**src/rtl/apb_proc_sequencer.sv**
```systemverilog
`default_nettype none
// ============================================================================
// Module  : apb_proc_sequencer
// Purpose : Queues byte-wide read/write commands and streams them one at a
//           time onto the APB master processor bus; read data returns through
//           a response FIFO. Optional watchdog: define APB_SEQ_TIMEOUT_EN.
// Revision: 1.0 - initial release
// ============================================================================
module apb_proc_sequencer #(
  parameter int CMD_DEPTH = 4,
  parameter int RSP_DEPTH = 4,
  parameter int TIMEOUT   = 1024
) (
  input  logic       clk,
  input  logic       reset,
  input  logic       cmd_valid,
  output logic       cmd_ready,
  input  logic       cmd_write,
  input  logic [1:0] cmd_sel,
  input  logic [7:0] cmd_addr,
  input  logic [7:0] cmd_wdata,
  input  logic [7:0] cmd_wait,
  output logic       pb_start,
  output logic       pb_write,
  output logic [1:0] pb_sel,
  output logic [7:0] pb_addr,
  output logic [7:0] pb_wdata,
  output logic [7:0] pb_wait_cycles,
  output logic       pb_reset,
  input  logic       pb_ready,
  input  logic [7:0] pb_rdata,
  output logic       rsp_valid,
  input  logic       rsp_ready,
  output logic [7:0] rsp_data,
  output logic [1:0] rsp_sel,
  output logic       busy,
  output logic       err_sel,
  output logic       err_timeout
);
  localparam int CAW = $clog2(CMD_DEPTH);
  localparam int RAW = $clog2(RSP_DEPTH);
  localparam logic [CAW:0] CMD_FULL = (CAW+1)'(CMD_DEPTH);
  localparam logic [RAW:0] RSP_FULL = (RAW+1)'(RSP_DEPTH);

  typedef enum logic [1:0] {
    IDLE  = 2'd0,
    ISSUE = 2'd1,
    WAIT  = 2'd2,
    DONE  = 2'd3
  } state_t;

  state_t state, state_nxt;

  logic [26:0]  cmd_mem [CMD_DEPTH];
  logic [CAW-1:0] cmd_wp, cmd_rp;
  logic [CAW:0]   cmd_cnt, cmd_cnt_nxt;
  logic [26:0]  head;
  logic         cmd_push, cmd_pop, load, sel_bad;

  logic [9:0]   rsp_mem [RSP_DEPTH];
  logic [RAW-1:0] rsp_wp, rsp_rp;
  logic [RAW:0]   rsp_cnt, rsp_cnt_nxt;
  logic         rsp_push, rsp_pop, rsp_full;
  logic         timeout_fire;

  assign head      = cmd_mem[cmd_rp];
  assign cmd_push  = cmd_valid && cmd_ready;
  assign rsp_full  = (rsp_cnt == RSP_FULL);
  assign rsp_valid = (rsp_cnt != '0);
  assign rsp_pop   = rsp_valid && rsp_ready;
  assign rsp_data  = rsp_valid ? rsp_mem[rsp_rp][7:0] : 8'd0;
  assign rsp_sel   = rsp_valid ? rsp_mem[rsp_rp][9:8] : 2'd0;
  assign pb_start  = (state == ISSUE);
  assign busy      = (state != IDLE) || (cmd_cnt != '0);

  always_comb begin
    state_nxt = state;
    cmd_pop   = 1'b0;
    load      = 1'b0;
    sel_bad   = 1'b0;
    rsp_push  = 1'b0;
    case (state)
      IDLE: begin
        if (cmd_cnt != '0) begin
          if (head[25:24] == 2'd0) begin
            cmd_pop = 1'b1;
            sel_bad = 1'b1;
          end else if (!(!head[26] && rsp_full)) begin
            cmd_pop   = 1'b1;
            load      = 1'b1;
            state_nxt = ISSUE;
          end
        end
      end
      ISSUE: state_nxt = WAIT;
      WAIT: begin
        if (pb_ready) begin
          rsp_push  = !pb_write;
          state_nxt = DONE;
        end else if (timeout_fire) begin
          state_nxt = IDLE;
        end
      end
      DONE:    state_nxt = IDLE;
      default: state_nxt = IDLE;
    endcase
  end

  always_comb begin
    cmd_cnt_nxt = cmd_cnt;
    if (cmd_push && !cmd_pop)      cmd_cnt_nxt = cmd_cnt + (CAW+1)'(1);
    else if (!cmd_push && cmd_pop) cmd_cnt_nxt = cmd_cnt - (CAW+1)'(1);
    rsp_cnt_nxt = rsp_cnt;
    if (rsp_push && !rsp_pop)      rsp_cnt_nxt = rsp_cnt + (RAW+1)'(1);
    else if (!rsp_push && rsp_pop) rsp_cnt_nxt = rsp_cnt - (RAW+1)'(1);
  end

  always_ff @(posedge clk) begin
    if (!reset) begin
      state     <= IDLE;
      cmd_wp    <= '0;
      cmd_rp    <= '0;
      cmd_cnt   <= '0;
      cmd_ready <= 1'b0;
      rsp_wp    <= '0;
      rsp_rp    <= '0;
      rsp_cnt   <= '0;
      err_sel   <= 1'b0;
      pb_reset  <= 1'b1;
    end else begin
      state <= state_nxt;
      if (cmd_push) begin
        cmd_mem[cmd_wp] <= {cmd_write, cmd_sel, cmd_addr, cmd_wdata, cmd_wait};
        cmd_wp          <= cmd_wp + CAW'(1);
      end
      if (cmd_pop) cmd_rp <= cmd_rp + CAW'(1);
      cmd_cnt   <= cmd_cnt_nxt;
      // Registered not-full: a pop while full reopens the port on the next cycle.
      cmd_ready <= (cmd_cnt_nxt != CMD_FULL);
      if (rsp_push) begin
        rsp_mem[rsp_wp] <= {pb_sel, pb_rdata};
        rsp_wp          <= rsp_wp + RAW'(1);
      end
      if (rsp_pop) rsp_rp <= rsp_rp + RAW'(1);
      rsp_cnt  <= rsp_cnt_nxt;
      if (sel_bad) err_sel <= 1'b1;
      pb_reset <= timeout_fire;
    end
  end

  // Transfer fields hold through DONE; only the slave select drops back in IDLE.
  always_ff @(posedge clk) begin
    if (!reset) begin
      pb_write       <= 1'b0;
      pb_sel         <= 2'd0;
      pb_addr        <= 8'd0;
      pb_wdata       <= 8'd0;
      pb_wait_cycles <= 8'd0;
    end else if (load) begin
      pb_write       <= head[26];
      pb_sel         <= head[25:24];
      pb_addr        <= head[23:16];
      pb_wdata       <= head[15:8];
      pb_wait_cycles <= head[7:0];
    end else if (state != IDLE && state_nxt == IDLE) begin
      pb_sel <= 2'd0;
    end
  end

`ifdef APB_SEQ_TIMEOUT_EN
  localparam logic [15:0] WD_LAST = 16'(TIMEOUT - 1);
  logic [15:0] wd_cnt;

  assign timeout_fire = (state == WAIT) && !pb_ready && (wd_cnt == WD_LAST);

  always_ff @(posedge clk) begin
    if (!reset) begin
      wd_cnt      <= 16'd0;
      err_timeout <= 1'b0;
    end else begin
      if (state == ISSUE)     wd_cnt <= 16'd0;
      else if (state == WAIT) wd_cnt <= wd_cnt + 16'd1;
      if (timeout_fire) err_timeout <= 1'b1;
    end
  end
`else
  logic unused_timeout;
  assign unused_timeout = ^(16'(TIMEOUT));
  assign timeout_fire   = 1'b0;
  assign err_timeout    = 1'b0;
`endif

endmodule
`default_nettype wire

```
**config.mk**
```make
export PLATFORM = sky130hd
export DESIGN_NAME = apb_proc_sequencer
export DESIGN_NICKNAME = d
export VERILOG_FILES = /design/src/rtl/apb_proc_sequencer.sv
export SDC_FILE = /design/constraint.sdc
export NUM_CORES = 1
export LEC_CHECK = 0
export ABC_AREA = 0
export CAP_MARGIN = 20
export CORE_MARGIN = 8
export CORE_UTILIZATION = 55
export CTS_CLUSTER_SIZE = 12
export DETAILED_ROUTE_END_ITERATION = 6
export PLACE_DENSITY = 0.77
export SYNTH_ARGS = -nofsm -noshare
export SYNTH_HDL_FRONTEND = slang
export SYNTH_SLANG_ARGS = --single-unit
```
**constraint.sdc**
```tcl
create_clock -name clk -period 5.6 [get_ports clk]
set_input_delay 0.56 -clock clk [delete_from_list [all_inputs] [get_ports clk]]
set_output_delay 0.56 -clock clk [all_outputs]
set_load 0.05 [all_outputs]
```
==> results of run 1 <==
[area by class of cell]
cell class                      instances  share of cell area, %
Sequential cell                       198                   58.7
Multi-Input combinational cell        225                   21.4
Timing Repair Buffer                   90                   9.63
Clock buffer                           18                   4.63
Clock inverter                         14                   2.73
Tap cell                              180                   2.43
Inverter                               11                  0.445
[registers in the layout (all words and copies together), names as in the netlist, named ones only]
| signal | count |
|---|---|
| cmd_mem | 108 |
| rsp_mem | 40 |
| pb_addr | 8 |
| pb_wait_cycles | 8 |
| pb_wdata | 8 |
| cmd_cnt | 3 |
| rsp_cnt | 3 |
| cmd_rp | 2 |
| cmd_wp | 2 |
| pb_sel | 2 |
| rsp_rp | 2 |
| rsp_wp | 2 |
| cmd_ready | 1 |
| err_sel | 1 |
| pb_reset | 1 |
| pb_write | 1 |
[power by group through the flow]
stage          clock [uW]  combinational [uW]  sequential (uW)
2_1_floorplan           0                1040             2170
3_3_place_gp            0                1740             1980
3_5_place_dp            0                1780             1990
4_1_cts              1390                1790             1960
5_1_grt              1450                1950             1950
6_report             1380                1810             1930
[cell families after synthesis]
family / share of synthesized area, %
buffers and inverters: 1.80
AO/OA/AOI/OAI: 3.36
other: 0.0496
flip-flops: 72.0
multiplexers: 11.4
adder cells (fa/ha/maj): 3.06
XOR/XNOR: 1.27
AND/OR/NAND/NOR: 7.02
[worst paths after layout]
check	to	cells after the start
max reg2reg	pb_sel[0]$_SDFFE_PN0P_	6
min	pb_wait_cycles[3]$_SDFFE_PN0P_	2
min reg2reg	pb_wait_cycles[3]$_SDFFE_PN0P_	2
max	rsp_sel[1]	3
[metal layers]
metal	up-vias	part of all wire [%]
met3	18	6.1
met2	133	50
met1	2028	42
met4	0	1.5
met5	-	0
li1	1866	-
[Yosys cell counts (all sizes together) (2+ instances only)]
cell type  count
a21oi         32
and2          11
and3           8
buf            8
clkbuf        13
dfxtp         50
edfxtp       148
ha            16
inv           11
mux2i          3
mux4          37
nand2         60
nand3          2
nand3b         3
nor2          20
nor3           2
o21ai          3
or3            3
xnor2          6
xor2           5
[stage by stage]
| step | std cells | area (um2) | utilization, % | setup slack [ps] | hold WS [ps] |
|---|---|---|---|---|---|
| finish | 736 | 9270 | 67.9 | 2380 | 457 |
| global route | 736 | 9270 | 67.9 | 2150 | 484 |
| CTS | 735 | 9250 | 67.7 | 2140 | 458 |
| detailed placement | 703 | 8570 | 62.7 | 2170 | 449 |
| global placement | 703 | 8570 | 62.7 | 2270 | 443 |
| floorplan | 455 | 7560 | - | 3340 | 467 |
[worst max-delay path: cells and delay by family, from the launching register on]
kind / cells / cell delay, ps
buffers and inverters: 1 / 700
flip-flops: 1 / 760
multiplexers: 1 / 600
AND/OR/NAND/NOR: 1 / 180
==> impl_metrics.env, run 1 <==
export IMPL_grt_max_degree=29
export IMPL_p_sw_uw=1790
export IMPL_top_usage_layer="met2"
export IMPL_die_w_um=133
export IMPL_multiInputGateArea_um2=1980
export IMPL_p_int_uw=3330
export IMPL_gp_congestion=0.720
export IMPL_ys_ff_latch=198
export IMPL_htreeDepth=4
export IMPL_numCtsBuffers=17
export IMPL_path_class="flip-flop to primary output"
export IMPL_synth_distinct_cells=39
export IMPL_period_needed_ps=3220
export IMPL_fmax_mhz=311
export IMPL_drcViolationCount=0
export IMPL_status="finished clean"
export IMPL_cp_end_kind="primary output"
export IMPL_drt_iter0_markers=263
export IMPL_syn_avg_cell_area_um2=16.6
export IMPL_fin_crit_sh_pct=57.5
export IMPL_total_power_uw=5120
export IMPL_dieArea_um2=17800
export IMPL_layout_commonest_cell="edfxtp_1"
export IMPL_rsz0062_at_grt="false"
export IMPL_cts_resized_gates=0
export IMPL_p_leak_uw=0.00311
export IMPL_clock_path_buffers=2
export IMPL_drive_above_1_share_pct=14.4
export IMPL_met3_usage_pct=3.84
export IMPL_syn_area_um2=7560
export IMPL_antenna_found_initial=0
export IMPL_yosys_warnings=0
export IMPL_ir_drop_mv=0.346
export IMPL_required_ps=5040
export IMPL_grt_pass1_wl_um=22700
export IMPL_combPwrFrac_pct=35.4
export IMPL_synthTopCellsByArea="edfxtp_1, dfxtp_1, mux4_2"
export IMPL_pwr_share_clk_pct=27.0
export IMPL_route_vias_total=4045
export IMPL_startpoint_type="flip-flop"
export IMPL_io_buffers=82
export IMPL_clk_root_buffer_cell="clkbuf_16"
export IMPL_path_cells="mux4_2, and2_1, clkdlybuf4s50_1"
export IMPL_synthFlopType="edfxtp_1"
export IMPL_timing_slew_headroom_pct=29.9
export IMPL_fin_nets=600
export IMPL_drtAntennaViolNets=0
export IMPL_fin_tns_setup_ps=0
export IMPL_power_density_nw_per_um2=552
export IMPL_setup_viol=0
export IMPL_report_final_slew_viol_count=0
export IMPL_netlist_area_leader_share_pct=58.8
export IMPL_synth_nets=512
export IMPL_cts_hold_buf=0
export IMPL_crit_path_max_incr_delay_ps=760
export IMPL_start_util_pct=55.3
export IMPL_synth_edf_count=148
export IMPL_syn_inst=455
export IMPL_drt_wl_total_um=14100
export IMPL_grt_use_met2_pct=27.9
export IMPL_dr_pass1_iters=4
export IMPL_crit_slowest_cell="dfxtp_1"
export IMPL_hold_start="pb_wait_cycles[3]$_SDFFE_PN0P_"
export IMPL_critPathArrivalTime_ps=2660
export IMPL_viasPerCell=5.50
export IMPL_grt_pass1_vias=4366
export IMPL_pin_count=84
export IMPL_cts_setup_buffers=0
export IMPL_wl_per_cell_um=19.2
export IMPL_seqPwrFrac_pct=37.6
export IMPL_synthArstFlopShare_pct=0
export IMPL_die_y_um=133
export IMPL_grtUsageMet1_pct=20.2
export IMPL_diodes=0
export IMPL_grtUsageTotal_pct=16.5
export IMPL_ff2ff_setup_slack_ps=2420
export IMPL_syn2layout_area_growth_pct=22.6
export IMPL_clkLatencyLatePin_ps=420
export IMPL_hp_class="flip-flop to flip-flop"
export IMPL_gr_total_overflow=0
export IMPL_swShare_pct=35.0
export IMPL_final_cell_mix="edfxtp_1, clkdlybuf4s50_1, nand2_1"
export IMPL_seqCellArea_um2=5450
export IMPL_num_rows=43
export IMPL_coreArea_um2=13700
export IMPL_synth_top_area_cell="edfxtp_1"
export IMPL_cts_sinks=198
export IMPL_drv_cap=0
export IMPL_cts_tree="yes"
export IMPL_synth_yosys_seq_area_share_pct=72.0
export IMPL_hold_viol=0
export IMPL_clkSlewWorstSetupHoldPaths_ps=60
export IMPL_critPathMaxFanout=10
export IMPL_nFillCells=950
export IMPL_dpl_hpwl_um=8970
export IMPL_max_slew_worst_pin_slew_ps=1050
export IMPL_fin_skew_ps=4.07
(Power assumes the default switching activity.)
==> run 2, diff against run 1 <==
CORE_UTILIZATION = 50   (was 55)
PLACE_DENSITY = 0.74   (was 0.77)
clock period = 2.79 ns   (was 5.6 ns; I/O delays follow)
==> impl_metrics.env, run 2 (synthesis gave the netlist of run 1 again) <==
export IMPL_die_w_um=139
export IMPL_path_class="flip-flop to primary output"
export IMPL_fin_crit_sh_pct=94.1
export IMPL_report_final_slew_viol_count=0
export IMPL_combPwrFrac_pct=38.0
export IMPL_cp_end_kind="primary output"
export IMPL_r2r_end="rsp_cnt[2]$_SDFFE_PN0P_"
export IMPL_clkLatencyLatePin_ps=420
export IMPL_grt_max_degree=28
export IMPL_design_area_um2=9210
export IMPL_io_buffers=82
export IMPL_clkSlewWorstSetupHoldPaths_ps=60
export IMPL_status="finished clean"
export IMPL_top_regs="cmd_mem (108), rsp_mem (40)"
export IMPL_gr_total_overflow=0
export IMPL_grt_pass1_vias=4470
export IMPL_dieArea_um2=19300
export IMPL_grtUsageTotal_pct=15.4
export IMPL_cts_sinks=198
export IMPL_fmax_mhz=381
export IMPL_numCtsBuffers=17
export IMPL_viasPerCell=5.43
export IMPL_top_register="cmd_mem"
export IMPL_crit_end="rsp_sel[0]"
export IMPL_coreArea_um2=15000
export IMPL_cts_resized_gates=0
export IMPL_largest_reg_flops=108
export IMPL_diodes=0
export IMPL_gp_congestion=0.733
export IMPL_htreeDepth=4
export IMPL_fin_tns_setup_ps=0
export IMPL_drtAntennaViolNets=0
export IMPL_cts_tree="yes"
export IMPL_num_rows=45
export IMPL_start_util_pct=50.5
export IMPL_timing_slew_headroom_pct=63.9
export IMPL_required_ps=2510
export IMPL_grt_pass1_wl_um=23200
export IMPL_r2r_cells=8
export IMPL_layout_commonest_cell="edfxtp_1"
export IMPL_ff2ff_setup_slack_ps=330
export IMPL_period_needed_ps=2630
export IMPL_post_dp_cell_area_um2=8640
export IMPL_path_cells="buf_4, mux4_2, and2_1, clkdlybuf4s50_1"
export IMPL_clk_root_buffer_cell="clkbuf_16"
export IMPL_setup_viol=0
export IMPL_wl_per_cell_um=18.8
export IMPL_dpl_hpwl_um=9210
export IMPL_clock_path_buffers=2
export IMPL_fin_nets=607
export IMPL_pin_count=84
export IMPL_cts_setup_buffers=0
export IMPL_crit_slowest_cell="clkdlybuf4s50_1"
export IMPL_drcViolationCount=0
export IMPL_rsz0062_at_grt="false"
export IMPL_dr_pass1_iters=4
export IMPL_fin_skew_ps=7.06
export IMPL_hold_worst_slack_ps=458
export IMPL_startpoint_type="flip-flop"
export IMPL_syn2layout_area_growth_pct=21.9
export IMPL_power_density_nw_per_um2=1070
export IMPL_instances_no_fill=751
export IMPL_holdPathStages=2
export IMPL_seqPwrFrac_pct=38.4
export IMPL_cts_hold_buf=0
export IMPL_drt_iter0_markers=230
export IMPL_ir_drop_mv=0.659
export IMPL_route_vias_total=4078
export IMPL_hold_viol=0
export IMPL_die_y_um=139
export IMPL_pwr_share_clk_pct=23.6
export IMPL_hp_class="flip-flop to flip-flop"
export IMPL_regToRegStartpoint="rsp_cnt[0]$_SDFFE_PN0P_"
export IMPL_drv_cap=0
export IMPL_swShare_pct=36.5
export IMPL_final_cell_mix="edfxtp_1, clkdlybuf4s50_1, nand2_1"
export IMPL_drt_wl_total_um=14100
export IMPL_critPathMaxFanout=10
export IMPL_drive_above_1_share_pct=15.1
export IMPL_p_sw_uw=3600
export IMPL_max_slew_worst_pin_slew_ps=542
export IMPL_crit_path_max_incr_delay_ps=700
export IMPL_critPathArrivalTime_ps=2350
export IMPL_p_leak_uw=0.00309
export IMPL_antenna_found_initial=0
export IMPL_dp_cells=719
export IMPL_p_int_uw=6270
[run 2: per-stage QoR]
stage | setup slack (ps) | power (uW) | utilization, %
after floorplan | 560 | 6450 | -
after global placement | 419 | 7550 | 57.7
after detailed placement | 296 | 7650 | 57.7
after CTS | 117 | 9990 | 61.5
after global routing | 50.5 | 10400 | 61.5
final | 163 | 9880 | 61.5
[run 2: routing by layer]
metal,global-route usage (%),vias to the layer above,share of wire (%)
li1,-,1884,-
met1,17.2,2054,41
met2,27.0,120,52
met3,5.82,20,6.6
met4,4.22,0,1.0
met5,0,-,0
[run 2: area by class of cell]
class                   count  area (um2)
multi-input cells         225        1980
clock buffers              24         483
inverters                  11        41.3
well taps                 188         235
clock inverters             8        90.1
flip-flops and latches    198        5450
repair buffers             97         933
fillers                  1121        5760
[run 2: worst min-delay path by stage]
| stage | startpoint | to | slack, ps |
|---|---|---|---|
| after floorplan | cmd_wait[0] | cmd_mem[0][0]$_DFFE_PP_ | 380 |
| after global placement | pb_wdata[4]$_SDFFE_PN0P_ | pb_wdata[4]$_SDFFE_PN0P_ | 440 |
| after detailed placement | pb_addr[4]$_SDFFE_PN0P_ | pb_addr[4]$_SDFFE_PN0P_ | 450 |
| after CTS | pb_addr[4]$_SDFFE_PN0P_ | pb_addr[4]$_SDFFE_PN0P_ | 460 |
| after global routing | pb_rdata[7] | rsp_mem[3][7]$_DFFE_PP_ | 470 |
| final | pb_addr[4]$_SDFFE_PN0P_ | pb_addr[4]$_SDFFE_PN0P_ | 460 |
[run 2: power by group through the flow]
stage / Clock [uW] / Sequential (uW) / Combinational, uW
2_1_floorplan: 0 / 4360 / 2090
4_1_cts: 2380 / 3790 / 3820
5_1_grt: 2490 / 3830 / 4030
3_5_place_dp: 0 / 3850 / 3800
3_3_place_gp: 0 / 3820 / 3730
6_report: 2330 / 3790 / 3750
[run 2: worst max-delay path: cells and delay by family (launching register included)]
kind | cells | cell delay (ps)
muxes | 1 | 520
and+or+nand+nor | 1 | 170
buffers and inverters | 2 | 920
DFF | 1 | 310
